$ cat src/rtl/lsb_extractor_if.sv
// Pixel-in / byte-out handshake bundle for the LSB extractor.
// slave is the extractor's view; master is the view of whoever drives
// pixels, owns the FIFO and reads back status.
interface lsb_extractor_if #(
   parameter int PIX_WIDTH  = 8,
   parameter int DATA_WIDTH = 8,
   parameter int LEN_WIDTH  = 16
);
   logic                  start;
   logic                  pix_valid;
   logic [PIX_WIDTH-1:0]  pix_data;
   logic                  pix_ready;
   logic                  wren;
   logic [DATA_WIDTH-1:0] din;
   logic                  full;
   logic                  busy;
   logic                  done;
   logic [LEN_WIDTH-1:0]  msg_len;

   modport master (
      output start, pix_valid, pix_data, full,
      input  pix_ready, wren, din, busy, done, msg_len
   );

   modport slave (
      input  start, pix_valid, pix_data, full,
      output pix_ready, wren, din, busy, done, msg_len
   );
endinterface

$ cat src/rtl/lsb_extractor.sv
// Recovers a length-prefixed byte message hidden in pixel LSBs and pushes
// the bytes into a downstream FIFO.
//
// state  | meaning
// -------+--------------------------------------------------------------
// IDLE   | waiting for start; no pixels taken
// LEN    | shifting LEN_WIDTH pixel LSBs MSB-first into the length header
// DATA   | shifting payload bytes; each full byte is held (pend) until
//        | the FIFO has room, then pushed
// DONE   | one-cycle done pulse, then back to IDLE
module lsb_extractor #(
   parameter int PIX_WIDTH  = 8,
   parameter int DATA_WIDTH = 8,
   parameter int LEN_WIDTH  = 16
) (
   input logic            clk,
   input logic            rst,
   lsb_extractor_if.slave bus
);

   localparam int CNT_MAX = (LEN_WIDTH > DATA_WIDTH) ? LEN_WIDTH : DATA_WIDTH;
   localparam int CNT_W   = (CNT_MAX > 1) ? $clog2(CNT_MAX) : 1;
   localparam logic [CNT_W-1:0] LEN_LOAD  = CNT_W'(LEN_WIDTH - 1);
   localparam logic [CNT_W-1:0] DATA_LOAD = CNT_W'(DATA_WIDTH - 1);

   typedef enum logic [1:0] {
      S_IDLE,
      S_LEN,
      S_DATA,
      S_DONE
   } state_t;

   state_t                state;
   state_t                state_nxt;

   logic [CNT_W-1:0]      bit_cnt;
   logic [LEN_WIDTH-2:0]  len_sr;
   logic [DATA_WIDTH-2:0] byte_sr;
   logic [LEN_WIDTH-1:0]  remaining;
   logic [LEN_WIDTH-1:0]  recv_left;
   logic [LEN_WIDTH-1:0]  msg_len_q;
   logic [DATA_WIDTH-1:0] din_q;
   logic                  pend;

   logic [PIX_WIDTH-1:0]  pix_word;
   logic                  pix_lsb;
   logic                  pix_ready;
   logic                  wren;
   logic                  busy;
   logic                  done;
   logic                  accept;
   logic                  bit_tc;
   logic                  byte_done;
   logic [LEN_WIDTH-1:0]  len_word;
   logic [DATA_WIDTH-1:0] byte_word;

   // Mask to bit 0 so every upper pixel bit is an explicit don't-care.
   assign pix_word  = bus.pix_data;
   assign pix_lsb   = |(pix_word & PIX_WIDTH'(1));

   assign bit_tc    = (bit_cnt == '0);
   assign len_word  = {len_sr, pix_lsb};
   assign byte_word = {byte_sr, pix_lsb};

   // A held byte blocks new pixels only while the FIFO is full; once the
   // last payload byte has been collected no further pixels are taken.
   assign wren      = (state == S_DATA) && pend && !bus.full;
   assign pix_ready = (state == S_LEN) ||
                      ((state == S_DATA) && (recv_left != '0) && (!pend || !bus.full));
   assign accept    = bus.pix_valid && pix_ready;
   assign byte_done = (state == S_DATA) && accept && bit_tc;

   assign bus.pix_ready = pix_ready;
   assign bus.wren      = wren;
   assign bus.din       = din_q;
   assign bus.busy      = busy;
   assign bus.done      = done;
   assign bus.msg_len   = msg_len_q;

   // State register.
   always_ff @(posedge clk or posedge rst) begin
      if (rst) begin
         state <= S_IDLE;
      end else begin
         state <= state_nxt;
      end
   end

   // Next-state decode and status outputs.
   always_comb begin
      state_nxt = state;
      busy      = 1'b0;
      done      = 1'b0;
      case (state)
         S_IDLE: begin
            if (bus.start) state_nxt = S_LEN;
         end
         S_LEN: begin
            busy = 1'b1;
            if (accept && bit_tc) begin
               state_nxt = (len_word == '0) ? S_DONE : S_DATA;
            end
         end
         S_DATA: begin
            busy = 1'b1;
            if (wren && (remaining == LEN_WIDTH'(1))) state_nxt = S_DONE;
         end
         S_DONE: begin
            done      = 1'b1;
            state_nxt = S_IDLE;
         end
         default: state_nxt = S_IDLE;
      endcase
   end

   // Bit/byte counters, shift registers, the held output byte and pend.
   always_ff @(posedge clk or posedge rst) begin
      if (rst) begin
         bit_cnt   <= '0;
         len_sr    <= '0;
         byte_sr   <= '0;
         remaining <= '0;
         recv_left <= '0;
         msg_len_q <= '0;
         din_q     <= '0;
         pend      <= 1'b0;
      end else begin
         if ((state == S_IDLE) && bus.start) begin
            bit_cnt   <= LEN_LOAD;
            len_sr    <= '0;
            byte_sr   <= '0;
            remaining <= '0;
            recv_left <= '0;
            pend      <= 1'b0;
         end

         if ((state == S_LEN) && accept) begin
            len_sr <= len_word[LEN_WIDTH-2:0];
            if (bit_tc) begin
               msg_len_q <= len_word;
               remaining <= len_word;
               recv_left <= len_word;
               bit_cnt   <= DATA_LOAD;
            end else begin
               bit_cnt <= bit_cnt - CNT_W'(1);
            end
         end

         if ((state == S_DATA) && accept) begin
            byte_sr <= byte_word[DATA_WIDTH-2:0];
            if (bit_tc) begin
               din_q     <= byte_word;
               recv_left <= recv_left - LEN_WIDTH'(1);
               bit_cnt   <= DATA_LOAD;
            end else begin
               bit_cnt <= bit_cnt - CNT_W'(1);
            end
         end

         // A push and a newly completed byte on the same edge leave pend set.
         if (byte_done) begin
            pend <= 1'b1;
         end else if (wren) begin
            pend <= 1'b0;
         end

         if (wren) remaining <= remaining - LEN_WIDTH'(1);
      end
   end

endmodule

$ cat src/flat_wrapper.sv
// flat-port wrapper written by rule: the top's interface ports become plain ports
module lsb_extractor_flat 
#(
   parameter int PIX_WIDTH  = 8,
   parameter int DATA_WIDTH = 8,
   parameter int LEN_WIDTH  = 16
)
  (clk, rst, bus_start, bus_pix_valid, bus_pix_data, bus_full, bus_pix_ready, bus_wren, bus_din, bus_busy, bus_done, bus_msg_len);
  lsb_extractor_if #(.PIX_WIDTH(PIX_WIDTH), .DATA_WIDTH(DATA_WIDTH), .LEN_WIDTH(LEN_WIDTH)) bus_i ();
  input logic clk;
  input logic rst;
  input wire logic [$bits(bus_i.start)-1:0] bus_start;
  input wire logic [$bits(bus_i.pix_valid)-1:0] bus_pix_valid;
  input wire logic [$bits(bus_i.pix_data)-1:0] bus_pix_data;
  input wire logic [$bits(bus_i.full)-1:0] bus_full;
  output wire logic [$bits(bus_i.pix_ready)-1:0] bus_pix_ready;
  output wire logic [$bits(bus_i.wren)-1:0] bus_wren;
  output wire logic [$bits(bus_i.din)-1:0] bus_din;
  output wire logic [$bits(bus_i.busy)-1:0] bus_busy;
  output wire logic [$bits(bus_i.done)-1:0] bus_done;
  output wire logic [$bits(bus_i.msg_len)-1:0] bus_msg_len;
  assign bus_i.start = bus_start;
  assign bus_i.pix_valid = bus_pix_valid;
  assign bus_i.pix_data = bus_pix_data;
  assign bus_i.full = bus_full;
  assign bus_pix_ready = bus_i.pix_ready;
  assign bus_wren = bus_i.wren;
  assign bus_din = bus_i.din;
  assign bus_busy = bus_i.busy;
  assign bus_done = bus_i.done;
  assign bus_msg_len = bus_i.msg_len;
  lsb_extractor #(.PIX_WIDTH(PIX_WIDTH), .DATA_WIDTH(DATA_WIDTH), .LEN_WIDTH(LEN_WIDTH)) u_core (.clk(clk), .rst(rst), .bus(bus_i));
endmodule
$ cat config.mk
export PLATFORM = sky130hd
export DESIGN_NAME = lsb_extractor_flat
export DESIGN_NICKNAME = d
export VERILOG_FILES = /design/src/rtl/lsb_extractor_if.sv /design/src/rtl/lsb_extractor.sv /design/src/flat_wrapper.sv
export SDC_FILE = /design/constraint.sdc
export NUM_CORES = 1
export LEC_CHECK = 0
export ABC_CLOCK_PERIOD_IN_PS = 3100
export BUFFER_PORTS_ARGS = -buffer_cell sky130_fd_sc_hd__clkbuf_2
export CORE_MARGIN = 10
export CORE_UTILIZATION = 31
export CTS_BUF_LIST = sky130_fd_sc_hd__clkbuf_16
export DETAILED_ROUTE_END_ITERATION = 8
export PLACE_DENSITY_LB_ADDON = 0.05
export SETUP_SLACK_MARGIN = 0.3
export SYNTH_ARGS = -nofsm -noshare
export SYNTH_HDL_FRONTEND = slang
export SYNTH_SLANG_ARGS = --single-unit
$ cat constraint.sdc
create_clock -name clk -period 3.1 [get_ports clk]
set_input_delay 0.465 -clock clk [delete_from_list [all_inputs] [get_ports clk]]
set_output_delay 0.465 -clock clk [all_outputs]
set_load 0.03 [all_outputs]
==> flow_metrics.py, run 1 <==
metrics = {
    "power_and_ir_drop": {
        "leakage_nw": 2.48,
        "power_w": 0.00303,
        "max-vdd-ir-drop_v": 0.000294,
        "p_per_area_nw_per_um2": 602,
    },
    "yosys": {
        "synth.area.top_cells": "dfrtp_1, nand2_1, a22o_1, ha_1, nor2_1",
        "yosysTopAreaCellShare_pct": 49.8,
        "yosysWarnings": 0,
        "synth_most_common_cell": "nand2_1",
        "syn_area_um2": 4270,
        "synth_top_cell_by_area": "dfrtp_1",
        "synth-seq-cells": 85,
        "async_reset_ff_share_pct": 100,
        "synth_cells": 448,
        "ys_types": 59,
        "ys.flop_type": "dfrtp_1",
        "synth_edf_count": 0,
        "seq_area_frac_synth_pct": 49.8,
        "syn_avg_cell_area_um2": 9.54,
        "synthTopCellsByCount": "nand2_1, dfrtp_1, nor2_1, a22o_1, inv_1",
        "syn_nets": 470,
    },
    "routing": {
        "ant_nets": 0,
        "finalWirelength_um": 12700,
        "post-route-drc-count": 0,
        "viasPerCell": 5.37,
        "wire_per_inst_um": 18.9,
        "dr_total_vias": 3601,
        "dr.pass1.iters": 4,
        "drtIter0Drc": 255,
    },
    "global_route": {
        "grt_pass1_wl_um": 20500,
        "grt_max_degree": 50,
        "overflow": 0,
        "grt_usage_pct": 14.1,
        "grt_pass1_vias": 3522,
        "antenna_found_initial": 0,
    },
    "timing": {
        "finalClockSkew_ns": 0.0111,
        "report.final.slew_viol_count": 0,
        "worst_pin_slew_ns": 0.764,
        "max_slew_margin_pct": 48.6,
        "max_freq_ghz": 0.377,
        "timing.final.ws_setup_ns": 0.447,
        "rsz0062_at_grt": "no",
        "min_period_ns": 2.65,
        "fin_crit_sh_pct": 85.6,
        "tns_ns": 0,
        "finalHoldViolCount": 0,
        "setup_violations": 0,
    },
    "final_layout": {
        "nFillCells": 1371,
        "drive_above_1_share_pct": 16.2,
        "final_area_um2": 5030,
        "syn2layout_area_growth_pct": 17.8,
        "fin_util_pct": 37.6,
        "nets": 512,
        "num_antenna_cells": 0,
    },
    "floorplan": {
        "io-pin-count": 41,
        "num_rows": 42,
        "dieWidth_um": 137,
        "die_y_um": 137,
        "die_area_um2": 18900,
        "core_area_um2": 13400,
        "initial_core_util_pct": 31.9,
    },
    "placed_design": {
        "placed_area_um2": 4700,
        "place_ws_ns": 0.516,
        "numPortBuffers": 33,
        "post-dp-hpwl_um": 8660,
        "routabilityCongestion": 0.814,
    },
    "status": {
        "status": "finished, final reports clean",
    },
    "clock_tree": {
        "cts_tree": "done",
        "cts_made_buffers": 9,
        "root_buffer": "clkbuf_16",
        "cts.path.max_buffers": 2,
        "clk_pin_slew_ns": 0.06,
        "cts.sinks": 85,
        "htreeDepth": 3,
        "insertion_delay_ns": 0.35,
    },
    "worst_setup_path": {
        "required_ns": 2.63,
        "max_stage_delay_ns": 0.46,
        "critical_path_class": "reg2out",
        "cp_cell_sequence": "inv_1 > ha_1 > or3b_1 > nor4_4 > o21ai_1 > clkbuf_2",
        "critPathArrivalTime_ns": 2.19,
        "crit_path_start_kind": "flop",
        "critPathSlowestCell": "or3b_1",
        "cp_max_fo": 4,
        "worstSetupEndpointType": "output port",
    },
    "flow_run": {
        "maxCapViolCount": 0,
    },
    "worst_hold_path": {
        "hold_path.class": "in2async",
    },
}
where the power goes:
part	switching [W]	leakage, nW	internal [W]
logic	0.000414	1.17	0.000227
clock network	0.000474	0.145	0.000629
registers	0.000113	1.16	0.00118
repair_timing:
item / 4_1_cts / 5_1_grt
hold buffers: 0 / 0
buffers inserted: 0 / 3
endpoints found under the hold margin: 0 / 0
gates resized for setup: 0 / 2
endpoints found under the setup margin: 0 / 4
cells by family (layout without fill, tap and decap cells):
group	after synthesis	in the layout	share of synthesized area (%)
xor gates and xnor gates	1	1	0.205
AOI/OAI and AO/OA	123	123	21.5
DFF	85	85	49.8
buffers and inverters	37	84	3.63
adders and majority gates	9	9	2.63
and+or+nand+nor	190	190	21.5
muxes	3	3	0.761
final timing paths:
path / from / to / slack, ns / cells past startpoint
setup / recovery: u_core.recv_left[0] / bus_pix_ready / 0.45 / 6
hold / removal: rst / u_core.remaining[8] / 0.17 / 2
setup reg to reg: u_core.state[0] / u_core.recv_left[11] / 0.53 / 7
hold reg to reg: u_core.bus.msg_len[8] / u_core.bus.msg_len[8] / 0.48 / 2
max in group asynchronous: rst / u_core.recv_left[9] / 2.23 / 3
min in group clk: bus_full / u_core.pend / 0.47 / 3
state kept, by name, summed over array words and instances (netlist names):
register and count:
u_core.recv_left 16, u_core.byte_sr 7, u_core.bus.msg_len 16, u_core.len_sr 15, u_core.bus.din 8, u_core.remaining 16, u_core.pend 1, u_core.bit_cnt 4
u_core.state 2
layer usage:
metal | part of all wire, % | global-route usage (%) | vias to the layer above
li1 | - | - | 1729
met1 | 47 | 18.6 | 1806
met2 | 48 | 21.7 | 62
met3 | 4.9 | 3.71 | 4
met4 | 0.80 | 4.98 | 0
met5 | 0 | 0 | -
layout make-up:
type                            count  area [um^2]  area share [%]
Clock buffer                        9          225            4.47
Clock inverter                      7         75.1            1.49
Inverter                           17         67.6            1.34
Multi-Input combinational cell    326         2010            39.9
Sequential cell                    85         2130            42.2
Tap cell                          176          220            4.37
Timing Repair Buffer               51          313            6.21
placed cells by master, fill, tap and decap left out, types with 4 or more instances in the layout:
master	netlist	final
a21oi_1	15	14
a221o_1	6	6
a221oi_1	6	6
a22o_1	23	23
a22oi_1	7	7
a32oi_1	4	4
buf_4	1	17
clkbuf_16	0	9
clkbuf_2	0	33
dfrtp_1	85	85
ha_1	9	9
inv_1	16	15
nand2_1	98	98
nand3_1	15	15
nor2_1	24	23
nor3_1	14	14
nor4_1	10	10
o211ai_1	7	7
o21ai_0	9	9
o21ai_1	14	14
or4_1	4	4
worst max-delay path: cells and delay by family (launching register included):
family                   cells  cell delay (ns)
AO/OA/AOI/OAI                1             0.15
adder cells (fa/ha/maj)      1             0.20
buffers and inverters        2             0.28
flip-flops                   1             0.41
AND/OR/NAND/NOR              2             0.81
per-stage QoR:
stage,hold WS (ns),cells
after global routing,0.217,671
after detailed placement,0.461,652
after global placement,0.458,652
final,0.171,671
after CTS,0.193,668
after floorplan,0.440,448
(Power assumes the default switching activity.)
==> inputs of run 2 (changes only) <==
PLACE_DENSITY = 0.52   (was not set)
PLACE_DENSITY_LB_ADDON = not set   (was 0.05)
SETUP_SLACK_MARGIN = 0.5   (was 0.3)
==> flow_metrics.py, run 2 (synthesis results as in run 1) <==
metrics = {
    "global_route": {
        "grt_usage_pct": 13.1,
        "grt_pass1_vias": 3557,
        "grt_pass1_wl_um": 19400,
        "grt_max_degree": 44,
        "antenna_found_initial": 0,
        "overflow": 0,
    },
    "routing": {
        "dr.pass1.iters": 7,
        "finalWirelength_um": 11900,
        "post-route-drc-count": 0,
        "viasPerCell": 5.46,
        "dr_total_vias": 3655,
        "wire_per_inst_um": 17.8,
        "drtIter0Drc": 368,
        "ant_nets": 0,
    },
    "worst_setup_path": {
        "required_ns": 2.63,
        "r2r_start": "u_core.recv_left[10]",
        "r2r_slack_ns": 0.68,
        "critical_path_class": "reg2out",
        "cp_max_fo": 8,
        "worstSetupEndpointType": "output port",
        "critPathArrivalTime_ns": 2.03,
        "r2r_cells": 5,
        "setup.worst_path.start": "u_core.recv_left[10]",
        "endpoint": "bus_pix_ready",
        "crit_path_start_kind": "flop",
        "reg2reg_to": "u_core.recv_left[7]",
    },
    "timing": {
        "max_freq_ghz": 0.401,
        "fin_crit_sh_pct": 80.4,
        "min_period_ns": 2.49,
        "report.final.slew_viol_count": 0,
        "finalClockSkew_ns": 0.00798,
        "finalHoldViolCount": 0,
        "worst_pin_slew_ns": 0.782,
        "setup_violations": 0,
        "rsz0062_at_grt": "no",
        "tns_ns": 0,
        "max_slew_margin_pct": 47.5,
    },
    "floorplan": {
        "die_y_um": 137,
        "io-pin-count": 41,
        "num_rows": 42,
        "initial_core_util_pct": 31.9,
        "dieWidth_um": 137,
        "core_area_um2": 13400,
        "die_area_um2": 18900,
    },
    "final_layout": {
        "final_common_cell": "nand2_1",
        "nets": 511,
        "final_cell_mix": "nand2_1, dfrtp_1, clkbuf_2, nor2_1, a22o_1",
        "syn2layout_area_growth_pct": 17.2,
        "nFillCells": 1347,
        "num_antenna_cells": 0,
        "drive_above_1_share_pct": 17.2,
    },
    "clock_tree": {
        "root_buffer": "clkbuf_16",
        "cts_tree": "done",
        "cts_hold_buf": 0,
        "cts.sinks": 85,
        "insertion_delay_ns": 0.35,
        "htreeDepth": 3,
        "clk_pin_slew_ns": 0.06,
        "cts.path.max_buffers": 2,
        "cts_made_buffers": 9,
    },
    "power_and_ir_drop": {
        "power_w": 0.00296,
        "p_per_area_nw_per_um2": 590,
        "max-vdd-ir-drop_v": 0.000316,
        "leakage_nw": 2.45,
    },
    "placed_design": {
        "routabilityCongestion": 0.812,
        "post-dp-hpwl_um": 8310,
        "numPortBuffers": 33,
    },
    "flow_run": {
        "maxCapViolCount": 0,
    },
    "status": {
        "status": "finished, final reports clean",
    },
    "worst_hold_path": {
        "hold_path.class": "in2async",
    },
}
[run 2: layout make-up]
cell class	count	area, um^2	share of cell area (%)
clock buffers	9	225	4.50
clock inverters	7	48.8	0.975
inverters	17	68.8	1.37
multi-input cells	326	2020	40.4
flip-flops and latches	85	2130	42.5
well taps	176	220	4.40
repair buffers	50	295	5.90
[run 2: per-stage QoR]
stage	setup slack [ns]	instance area, um^2	cells	utilization, %	hold slack, ns
finish	0.607	5010	670	37.4	0.0795
global route	0.504	5010	670	37.4	0.109
CTS	0.507	4980	668	37.2	0.0814
detailed placement	0.516	4690	652	35.0	0.451
global placement	0.618	4690	652	35.0	0.447
floorplan	0.822	4280	448	-	0.440
[run 2: per-layer routing]
metal / wire (um) / global-route usage [%] / part of all wire (%) / vias up
li1: - / - / - / 1736
met1: 5380 / 17.3 / 45 / 1790
met2: 5650 / 20.9 / 47 / 117
met3: 751 / 2.62 / 6.3 / 12
met4: 156 / 4.16 / 1.3 / 0
met5: 0 / 0 / 0 / -
[run 2: where the power goes]
group / switching [W] / leakage (nW) / internal (W)
Clock: 0.000466 / 0.136 / 0.000545
Sequential: 0.000106 / 1.16 / 0.00118
Combinational: 0.000421 / 1.15 / 0.000242
[run 2: worst min-delay path by stage]
stage                           start               endpoint  slack, ns
floorplan           u_core.byte_sr[6]      u_core.bus.din[7]       0.44
global placement                  rst  u_core.bus.msg_len[5]       0.45
detailed placement                rst  u_core.bus.msg_len[5]       0.45
CTS                               rst  u_core.bus.msg_len[5]       0.08
global route                      rst  u_core.bus.msg_len[5]       0.11
finish                            rst  u_core.bus.msg_len[5]       0.08
[run 2: worst max-delay path, stage by stage (launching register included)]
cell,delay [ns]
dfrtp_1,0.44
or4_4,0.64
nor4_4,0.32
o21ai_2,0.10
buf_4,0.18
[run 2: timing repair]
action                     CTS  global route
setup buffers                0             2
pin swaps                    1             2
setup endpoints to repair    1            20
resized for setup            4             5
